<file path="config.mk">
export PLATFORM = sky130hd
export DESIGN_NAME = interlaken_latency_probe
export DESIGN_NICKNAME = d
export VERILOG_FILES = /design/src/rtl/interlaken_latency_probe.sv
export SDC_FILE = /design/constraint.sdc
export NUM_CORES = 2
export LEC_CHECK = 0
export CAP_MARGIN = 15
export CORE_MARGIN = 4
export CORE_UTILIZATION = 55
export DETAILED_ROUTE_END_ITERATION = 7
export PLACE_DENSITY = 0.75
export SYNTH_ARGS = -nofsm -noshare
export SYNTH_HDL_FRONTEND = slang
export SYNTH_SLANG_ARGS = --single-unit
</file>
<file path="constraint.sdc">
create_clock -name lbus_clk -period 6.4 [get_ports lbus_clk]
set_clock_uncertainty 0.2 [all_clocks]
set_input_delay 0.64 -clock lbus_clk [delete_from_list [all_inputs] [get_ports lbus_clk]]
set_output_delay 0.64 -clock lbus_clk [all_outputs]
set_load 0.01 [all_outputs]
</file>
<file path="src/rtl/interlaken_latency_probe.sv">
`default_nettype none
// ============================================================================
// Module   : interlaken_latency_probe
// Brief    : N-channel trigger-to-reply round-trip latency probe on LBUS.
// Revision : 1.0 - initial release
// ============================================================================
module interlaken_latency_probe #(
    parameter int              NUM_CH  = 9,
    parameter int              CH_W    = 4,
    parameter int              SEQ_W   = 8,
    parameter int              TS_W    = 32,
    parameter longint unsigned TIMEOUT = 65535
) (
    input  logic              lbus_clk,
    input  logic              clk_reset,
    input  logic [NUM_CH-1:0] send_msg,
    output logic              tx_valid,
    input  logic              tx_ready,
    output logic [CH_W-1:0]   tx_ch,
    output logic [SEQ_W-1:0]  tx_seq,
    output logic [TS_W-1:0]   tx_ts,
    input  logic              rx_valid,
    input  logic [CH_W-1:0]   rx_ch,
    input  logic [SEQ_W-1:0]  rx_seq,
    output logic              lat_valid,
    output logic [CH_W-1:0]   lat_ch,
    output logic [TS_W-1:0]   lat_cycles,
    output logic              lat_timeout,
    output logic [NUM_CH-1:0] busy,
    output logic [15:0]       drop_cnt,
    output logic [15:0]       err_cnt
);

    localparam logic [1:0]      ST_IDLE   = 2'd0;
    localparam logic [1:0]      ST_ARMED  = 2'd1;
    localparam logic [1:0]      ST_PEND   = 2'd2;
    localparam logic [TS_W-1:0] C_TIMEOUT = TS_W'(TIMEOUT);
    localparam logic [CH_W-1:0] C_LAST    = CH_W'(NUM_CH - 1);

    logic [TS_W-1:0]   ts_q, ts_d;
    logic [NUM_CH-1:0] send_q;
    logic [1:0]        st_q     [NUM_CH];
    logic [1:0]        st_d     [NUM_CH];
    logic [SEQ_W-1:0]  seq_q    [NUM_CH];
    logic [SEQ_W-1:0]  seq_d    [NUM_CH];
    logic [SEQ_W-1:0]  lseq_q   [NUM_CH];
    logic [SEQ_W-1:0]  lseq_d   [NUM_CH];
    logic [TS_W-1:0]   launch_q [NUM_CH];
    logic [TS_W-1:0]   launch_d [NUM_CH];
    logic [CH_W-1:0]   ptr_q, ptr_d;
    logic              tx_valid_q, tx_valid_d;
    logic [CH_W-1:0]   tx_ch_q, tx_ch_d;
    logic [SEQ_W-1:0]  tx_seq_q, tx_seq_d;
    logic              lat_valid_q, lat_valid_d;
    logic [CH_W-1:0]   lat_ch_q, lat_ch_d;
    logic [TS_W-1:0]   lat_cycles_q, lat_cycles_d;
    logic              lat_timeout_q, lat_timeout_d;
    logic [15:0]       drop_q, drop_d;
    logic [15:0]       err_q, err_d;

    logic              hs;
    logic              hold;
    logic              match;
    logic              found_to;
    logic              found_tx;
    logic              any_drop;
    logic [TS_W-1:0]   match_lat;
    logic [NUM_CH-1:0] rise;
    logic [NUM_CH-1:0] elig;
    logic [NUM_CH-1:0] timed_out;
    logic [NUM_CH-1:0] retire;

    always_comb begin
        ts_d          = ts_q + TS_W'(1);
        st_d          = st_q;
        seq_d         = seq_q;
        lseq_d        = lseq_q;
        launch_d      = launch_q;
        ptr_d         = ptr_q;
        tx_valid_d    = tx_valid_q;
        tx_ch_d       = tx_ch_q;
        tx_seq_d      = tx_seq_q;
        lat_valid_d   = 1'b0;
        lat_ch_d      = '0;
        lat_cycles_d  = '0;
        lat_timeout_d = 1'b0;
        drop_d        = drop_q;
        err_d         = err_q;
        hs            = tx_valid_q & tx_ready;
        hold          = tx_valid_q & ~tx_ready;
        rise          = send_msg & ~send_q;
        match         = 1'b0;
        match_lat     = '0;
        found_to      = 1'b0;
        found_tx      = 1'b0;
        any_drop      = 1'b0;
        elig          = '0;
        timed_out     = '0;
        retire        = '0;

        for (int i = 0; i < NUM_CH; i++) begin
            elig[i]      = (st_q[i] == ST_ARMED) && !(hs && tx_ch_q == CH_W'(i));
            timed_out[i] = (st_q[i] == ST_PEND) && ((ts_q - launch_q[i]) >= C_TIMEOUT);
            if (rx_valid && rx_ch == CH_W'(i) && st_q[i] == ST_PEND && rx_seq == lseq_q[i]) begin
                match     = 1'b1;
                match_lat = ts_q - launch_q[i];
                retire[i] = 1'b1;
            end
        end

        // A returned tag beats every timeout; among timeouts the lowest channel wins.
        if (match) begin
            lat_valid_d  = 1'b1;
            lat_ch_d     = rx_ch;
            lat_cycles_d = match_lat;
        end else begin
            for (int i = 0; i < NUM_CH; i++) begin
                if (!found_to && timed_out[i]) begin
                    found_to      = 1'b1;
                    retire[i]     = 1'b1;
                    lat_valid_d   = 1'b1;
                    lat_ch_d      = CH_W'(i);
                    lat_cycles_d  = C_TIMEOUT;
                    lat_timeout_d = 1'b1;
                end
            end
        end

        if (rx_valid && !match && err_q != 16'hFFFF) begin
            err_d = err_q + 16'd1;
        end

        for (int i = 0; i < NUM_CH; i++) begin
            if (rise[i]) begin
                if (st_q[i] == ST_IDLE) begin
                    st_d[i] = ST_ARMED;
                end else begin
                    any_drop = 1'b1;
                end
            end
            if (retire[i]) begin
                st_d[i] = ST_IDLE;
            end
            if (hs && tx_ch_q == CH_W'(i)) begin
                st_d[i]     = ST_PEND;
                launch_d[i] = ts_q;
                lseq_d[i]   = seq_q[i];
                seq_d[i]    = seq_q[i] + SEQ_W'(1);
            end
        end

        if (any_drop && drop_q != 16'hFFFF) begin
            drop_d = drop_q + 16'd1;
        end

        if (hs) begin
            ptr_d = (tx_ch_q == C_LAST) ? '0 : tx_ch_q + CH_W'(1);
        end

        // Round-robin: first scan from the pointer upward, then wrap to the bottom.
        if (!hold) begin
            tx_valid_d = 1'b0;
            for (int i = 0; i < NUM_CH; i++) begin
                if (!found_tx && elig[i] && CH_W'(i) >= ptr_d) begin
                    found_tx   = 1'b1;
                    tx_valid_d = 1'b1;
                    tx_ch_d    = CH_W'(i);
                    tx_seq_d   = seq_q[i];
                end
            end
            for (int i = 0; i < NUM_CH; i++) begin
                if (!found_tx && elig[i]) begin
                    found_tx   = 1'b1;
                    tx_valid_d = 1'b1;
                    tx_ch_d    = CH_W'(i);
                    tx_seq_d   = seq_q[i];
                end
            end
        end
    end

    always_ff @(posedge lbus_clk) begin
        if (clk_reset) begin
            ts_q          <= '0;
            send_q        <= '0;
            ptr_q         <= '0;
            tx_valid_q    <= 1'b0;
            tx_ch_q       <= '0;
            tx_seq_q      <= '0;
            lat_valid_q   <= 1'b0;
            lat_ch_q      <= '0;
            lat_cycles_q  <= '0;
            lat_timeout_q <= 1'b0;
            drop_q        <= '0;
            err_q         <= '0;
            for (int i = 0; i < NUM_CH; i++) begin
                st_q[i]     <= ST_IDLE;
                seq_q[i]    <= '0;
                lseq_q[i]   <= '0;
                launch_q[i] <= '0;
            end
        end else begin
            ts_q          <= ts_d;
            send_q        <= send_msg;
            ptr_q         <= ptr_d;
            tx_valid_q    <= tx_valid_d;
            tx_ch_q       <= tx_ch_d;
            tx_seq_q      <= tx_seq_d;
            lat_valid_q   <= lat_valid_d;
            lat_ch_q      <= lat_ch_d;
            lat_cycles_q  <= lat_cycles_d;
            lat_timeout_q <= lat_timeout_d;
            drop_q        <= drop_d;
            err_q         <= err_d;
            st_q          <= st_d;
            seq_q         <= seq_d;
            lseq_q        <= lseq_d;
            launch_q      <= launch_d;
        end
    end

    generate
        for (genvar g = 0; g < NUM_CH; g++) begin : g_busy
            assign busy[g] = (st_q[g] != ST_IDLE);
        end
    endgenerate

    assign tx_valid    = tx_valid_q;
    assign tx_ch       = tx_ch_q;
    assign tx_seq      = tx_seq_q;
    assign tx_ts       = ts_q;
    assign lat_valid   = lat_valid_q;
    assign lat_ch      = lat_ch_q;
    assign lat_cycles  = lat_cycles_q;
    assign lat_timeout = lat_timeout_q;
    assign drop_cnt    = drop_q;
    assign err_cnt     = err_q;

endmodule
`default_nettype wire

</file>
==> Yosys cells after proc, flatten, opt, wreduce, memory -nomap -nowiden <==
Cells that the tools add are included.
{ "word_totals": {"ff_bits": 578, "wordCells": 565, "out_inout_bits": 124} }
{ "classes": {"magnitude_cmp": 18, "add_sub_neg": 22, "n_eq_ne": 45, "bitwise": 6, "muxes": 223, "reduce_logical": 194} }
{ "ops": {"columns": ["operator", "n"], "rows": [
  ["two-way mux 32 bit", 18],
  [">= comparator 32 x 16 -> 1 bit (second input constant)", 9],
  ["subtractor 32 bit", 9],
  ["two-way mux 8 bit", 18],
  ["two-way mux 1 bit", 121],
  ["two-way mux 4 bit", 28],
  ["logical AND 1 bit", 91],
  ["adder 8 x 1 -> 8 bit (second input constant)", 9],
  ["== test 8 bit", 9],
  ["two-way mux 2 bit", 36],
  ["nonzero test 3 bit", 18],
  ["AND reduction 2 bit", 19],
  ["logical NOT 1 bit", 35],
  ["adder 16 x 1 -> 16 bit (second input constant)", 2],
  ["adder 32 x 1 -> 32 bit (second input constant)", 1],
  ["== test 4 x 3 -> 1 bit (second input constant)", 8],
  ["inequality test 16 bit (second input constant)", 2],
  ["OR reduction 3 bit", 9],
  ["== test 2 x 1 -> 1 bit (second input constant)", 9],
  ["== test 2 bit (second input constant)", 9],
  ["logical NOT 2 bit", 9],
  ["nonzero test 18 bit", 1],
  ["nonzero test 2 bit", 9],
  ["== test 4 x 2 -> 1 bit (second input constant)", 4],
  ["other kinds (15)", 25]
]} }

==> Logic depth before layout (Yosys ltp) <==
{ "depth": {"word_depth": 83, "depth_mapped": 18, "ltp_nobuf": 16} }

==> Worst setup path before layout <==
Ideal clock, no wire load.
{ "synth_path": {"path_kind": "reg2reg", "start": "register ts_q[0] (netlist: tx_ts[0])", "end": "register lat_cycles_q[13] (netlist: lat_cycles[13])", "required_ns": 6.062, "t_arrival_ns": 4.555, "setup_slack_ns": 1.507, "stages_incl_launch_ff": 19, "path_cell_list": "dfxtp_1 clkbuf_1 inv_1 ha_1 inv_1 fa_1 a21oi_1 o211ai_1 a221oi_2 a21oi_1 or3_1 a2bb2o_1 nor4_1 nand4_1 o41ai_4 o311ai_2 nor4b_4 buf_6 o22ai_1"} }
{ "synth_via": {"elab_chain_cells": 37, "word_cells_on_any_way": 78, "classes_between": "add/sub (9); order compare (9); mux (35); reduce/logical (25)"} }
{ "synth_rtl": {"columns": ["element", "line_no", "source"], "rows": [
  ["start: declaration", "40", "logic [TS_W-1:0] ts_q, ts_d;"],
  ["start signal: assignment", "203", "ts_q <= ts_d;"],
  ["subtractor 32 bit", "103, 106", null],
  [">= comparator 32 x 16 -> 1 bit", "103", "timed_out[i] = (st_q[i] == ST_PEND) && ((ts_q - launch_q[i]) >= C_TIMEOUT);"],
  ["logical AND 1 bit", "103", null],
  ["two-way mux 1 bit", "118", "if (!found_to && timed_out[i]) begin"],
  ["two-way mux 1 bit", "112", "if (match) begin"],
  ["logical NOT 1 bit", "118", null],
  ["logical AND 1 bit", "118", null],
  ["two-way mux 1 bit", "118", null],
  ["[21 not listed]", null, null],
  ["logical NOT 1 bit", "118", null],
  ["logical AND 1 bit", "118", null],
  ["two-way mux 1 bit", "118", null],
  ["two-way mux 1 bit", "112", null],
  ["logical NOT 1 bit", "118", null],
  ["logical AND 1 bit", "118", null],
  ["two-way mux 32 bit", "118", null],
  ["two-way mux 32 bit *", "112", null],
  ["end signal: assignment", "211", "lat_cycles_q <= lat_cycles_d;"],
  ["end: declaration", "56", "logic [TS_W-1:0] lat_cycles_q, lat_cycles_d;"]
]} }
Every way passes the cells marked *; elsewhere a longest branch is shown, timed or not. The select of a mux whose other input is x is not followed.
A chain may end at the register's enable or synchronous reset.

==> Worst setup path in the final report <==
{ "layout_path": {"start": "register ts_q[2] (netlist: tx_ts[2])", "end": "register lat_cycles_q[15] (netlist: lat_cycles[15])"} }
Same word-level chain as after synthesis.

==> summary.txt <==
Worst setup path
  – Crit Path Category: register to register
  – R2R setup slack: 0.22 ns
  – Max FO, Critical Path: 17
  – CP max-delay cell: nor4_1
  – CP Launch Type: register
  – Critical Path RT: 6.67 ns
  – CP top delay family: compound AO/OA/AOI/OAI gates
  – Buffers & Inverters on Critical Path: 1
  – CP max stage delay: 0.77 ns
  – Worst setup EP type: register
  – Crit-path cells: ha_1 > a211oi_1 > o21a_1 > o211a_1 > o21a_1 > o311ai_0 > nor4_1 > o31ai_1 > nor4_1 > a41o_1 > nand4_1 > nor4b_4 > buf_12 > o21ai_0
  – Critical Path AT: 6.45 ns

Synthesis
  – Mapped Area: 44400 um^2
  – Post-synth top area share: 0.261
  – Seq/Total Area, Yosys: 0.261
  – Seq cells post-synth: 578
  – Post-synthesis cell type count: 112
  – Yosys warns: 0
  – Largest cells by area after synthesis: dfxtp_1 26%, nand2_1 8.8%, ha_1 8.3%
  – Async SR Flop Fraction: 0
  – Mapped Nets: 6461
  – Ys flop type: dfxtp_1
  – Largest area contributor in the netlist: dfxtp_1
  – Synthesized area per cell: 7.23 um^2
  – EDFF count, synth: 0
  – Syn Inst Count: 6132

Power and ir drop
  – Switching Fraction: 0.304
  – Switching power of the nets: 2950 uW
  – Seq pwr share: 0.384
  – Comb power frac: 0.179
  – P per Cell Area: 196 nW/um^2
  – Peak supply drop: 254 uV
  – Clock network fraction of total power: 0.437
  – Internal power: 6760 uW
  – Leak pwr: 0.0192 uW

Global route
  – Tot GR Track Use: 0.397
  – Vias in the first global route: 45000
  – Gr ovfl total: 0
  – First-pass GRT wire length: 265000 um
  – Initial antenna violation count: 8
  – Largest net degree at the start of global routing: 173

Place
  – Post-detail-place hpwl: 133000 um
  – # port buffers: 148
  – Minimum setup slack after placement: 0.492 ns
  – Routability cong.: 1.04
  – Placed insts: 7141

STA
  – Fmax: 0.162 GHz
  – Final period utilization: 0.965
  – Final Critical Period: 6.18 ns
  – Slew margin rel.: 0.228
  – Final hold violation count: 0
  – RSZ-0062 raised after global routing: false
  – TNS Setup: 0 ns
  – Max-slew violations: 0
  – Setup violators final: 0
  – Worst-Margin Slew: 1.15 ns
  – Final setup margin: 0.224 ns

Clock tree
  – CTS root buffer: clkbuf_16
  – CTS tree: yes
  – Clk sinks: 578
  – Post-CTS Resized: 0
  – Hold_buf cts: 0
  – CTS HTree Levels: 3
  – Worst-path clk slew: 0.06 ns
  – Worst skew pair latency: 0.65 ns
  – # Post-CTS Setup Buffers: 0
  – CTS Buf Count: 69
  – Clock buffer depth: 3

Cells and area
  – Commonest non-fill, non-tap cell in the layout: nand2_1
  – Layout Nets: 6491
  – Final Non-Filler Cells: 7267
  – P&R area growth vs syn: 11.5%
  – Most frequent cells in the layout: 1036 x nand2_1, 693 x a21oi_1, 577 x dfxtp_1, 432 x nor2_1, 383 x inv_1
  – Ant diodes: 0
  – Share of layout cells above drive strength 1: 0.0600
  – Layout Utilization: 0.622

Drt
  – 1st-iter DRT viols: 4541
  – Via count: 47100
  – Antenna Nets Post-Route: 0
  – Drt via density: 6.48
  – Drt total wl: 178000 um
  – DRT Pass-1 Iters: 6
  – DR WL/cell: 24.4 um
  – # DRC: 0

Floorplanning
  – Chip width: 292 um
  – Core area: 79500 um^2
  – Initial core utilization: 0.558
  – Die ar.: 85300 um^2
  – I/O pin count: 149
  – Site row count: 103
  – Die height: 292 um

Flow run
  – Max Cap Viol: 0

Hold path
  – Worst Hold Class: register to register

Status
  – Outcome: complete, no violations
## metrics by stage
stage | area (um^2) | total power, uW | hold slack (ns)
2_1_floorplan | 44400 | 4860 | 0.236
3_3_place_gp | 47100 | 5480 | 0.241
3_5_place_dp | 47100 | 5490 | 0.246
4_1_cts | 49500 | 9690 | 0.254
5_1_grt | 49500 | 9970 | 0.265
6_report | 49500 | 9710 | 0.253
## power by group through the flow
stage,Sequential [uW],Clock (uW),Combinational (uW)
after floorplan,3790,0,1070
after global placement,3800,0,1680
after detailed placement,3800,0,1680
after CTS,3730,4270,1690
after global routing,3730,4410,1830
final,3730,4240,1740
## path summary, 6_finish.rpt
kind                           endpoint  cells past startpoint                  startpoint
max           lat_cycles[15]$_SDFF_PP0_                     14         tx_ts[2]$_SDFF_PP0_
min          launch_q[154]$_SDFFE_PP0P_                      2  launch_q[154]$_SDFFE_PP0P_
max reg2reg   lat_cycles[15]$_SDFF_PP0_                     14         tx_ts[2]$_SDFF_PP0_
min reg2reg  launch_q[154]$_SDFFE_PP0P_                      2  launch_q[154]$_SDFFE_PP0P_
## worst register-to-register path, stage by stage (launching register included)
cell and delay (ns):
dfxtp_1 0.75, ha_1 0.41, a211oi_1 0.47, o21a_1 0.31, o211a_1 0.31, o21a_1 0.24, o311ai_0 0.23, nor4_1 0.77
o31ai_1 0.41, nor4_1 0.39, a41o_1 0.39, nand4_1 0.31, nor4b_4 0.44, buf_12 0.22, o21ai_0 0.16
## sequential cells by signal (all words and copies together) (netlist names)
signal / flops
drop_cnt: 16
tx_valid: 1
launch_q: 288
lat_valid: 1
tx_ch: 4
lat_timeout: 1
tx_ts: 32
st_q: 18
ptr_q: 4
lat_cycles: 32
seq_q: 72
lseq_q: 72
tx_seq: 8
err_cnt: 16
send_q: 9
lat_ch: 4
## area by class of cell
| class | count | area (um^2) |
|---|---|---|
| Inverter | 383 | 1440 |
| Multi-Input combinational cell | 4847 | 30200 |
| Clock inverter | 37 | 494 |
| Tap cell | 1050 | 1310 |
| Fill cell | 7276 | 30000 |
| Sequential cell | 578 | 11600 |
| Timing Repair Buffer | 283 | 2520 |
| Clock buffer | 89 | 1910 |
## layer usage
metal	wire length, um	part of all wire	track usage
met1	65600	0.37	0.461
met2	82800	0.47	0.672
met3	14900	0.084	0.0615
met4	14400	0.081	0.272
met5	33	0.00019	0
## cells in the mapped netlist (54+ instances only)
library cell,number
nand2_1,1036
a21oi_1,693
dfxtp_1,578
nor2_1,438
inv_1,383
ha_1,295
clkbuf_1,285
o21ai_0,253
xor2_1,203
xnor2_1,188
nand3_1,152
nor3_1,121
nand4_1,100
a21o_1,93
o21a_1,81
a211oi_1,75
and3_1,60
nand2b_1,60
nor2b_1,59
a31oi_1,54
## logic make-up after synthesis
kind of cell             count (synthesis)  share of synthesized area
AND/OR/NAND/NOR                       2334                      0.245
multiplexers                            39                    0.00911
buffers and inverters                  707                     0.0612
XOR/XNOR                               391                     0.0772
AO/OA/AOI/OAI                         1779                      0.259
adder cells (fa/ha/maj)                304                     0.0873
flip-flops                             578                      0.261
No activity file was read; power rests on OpenSTA's default activity.
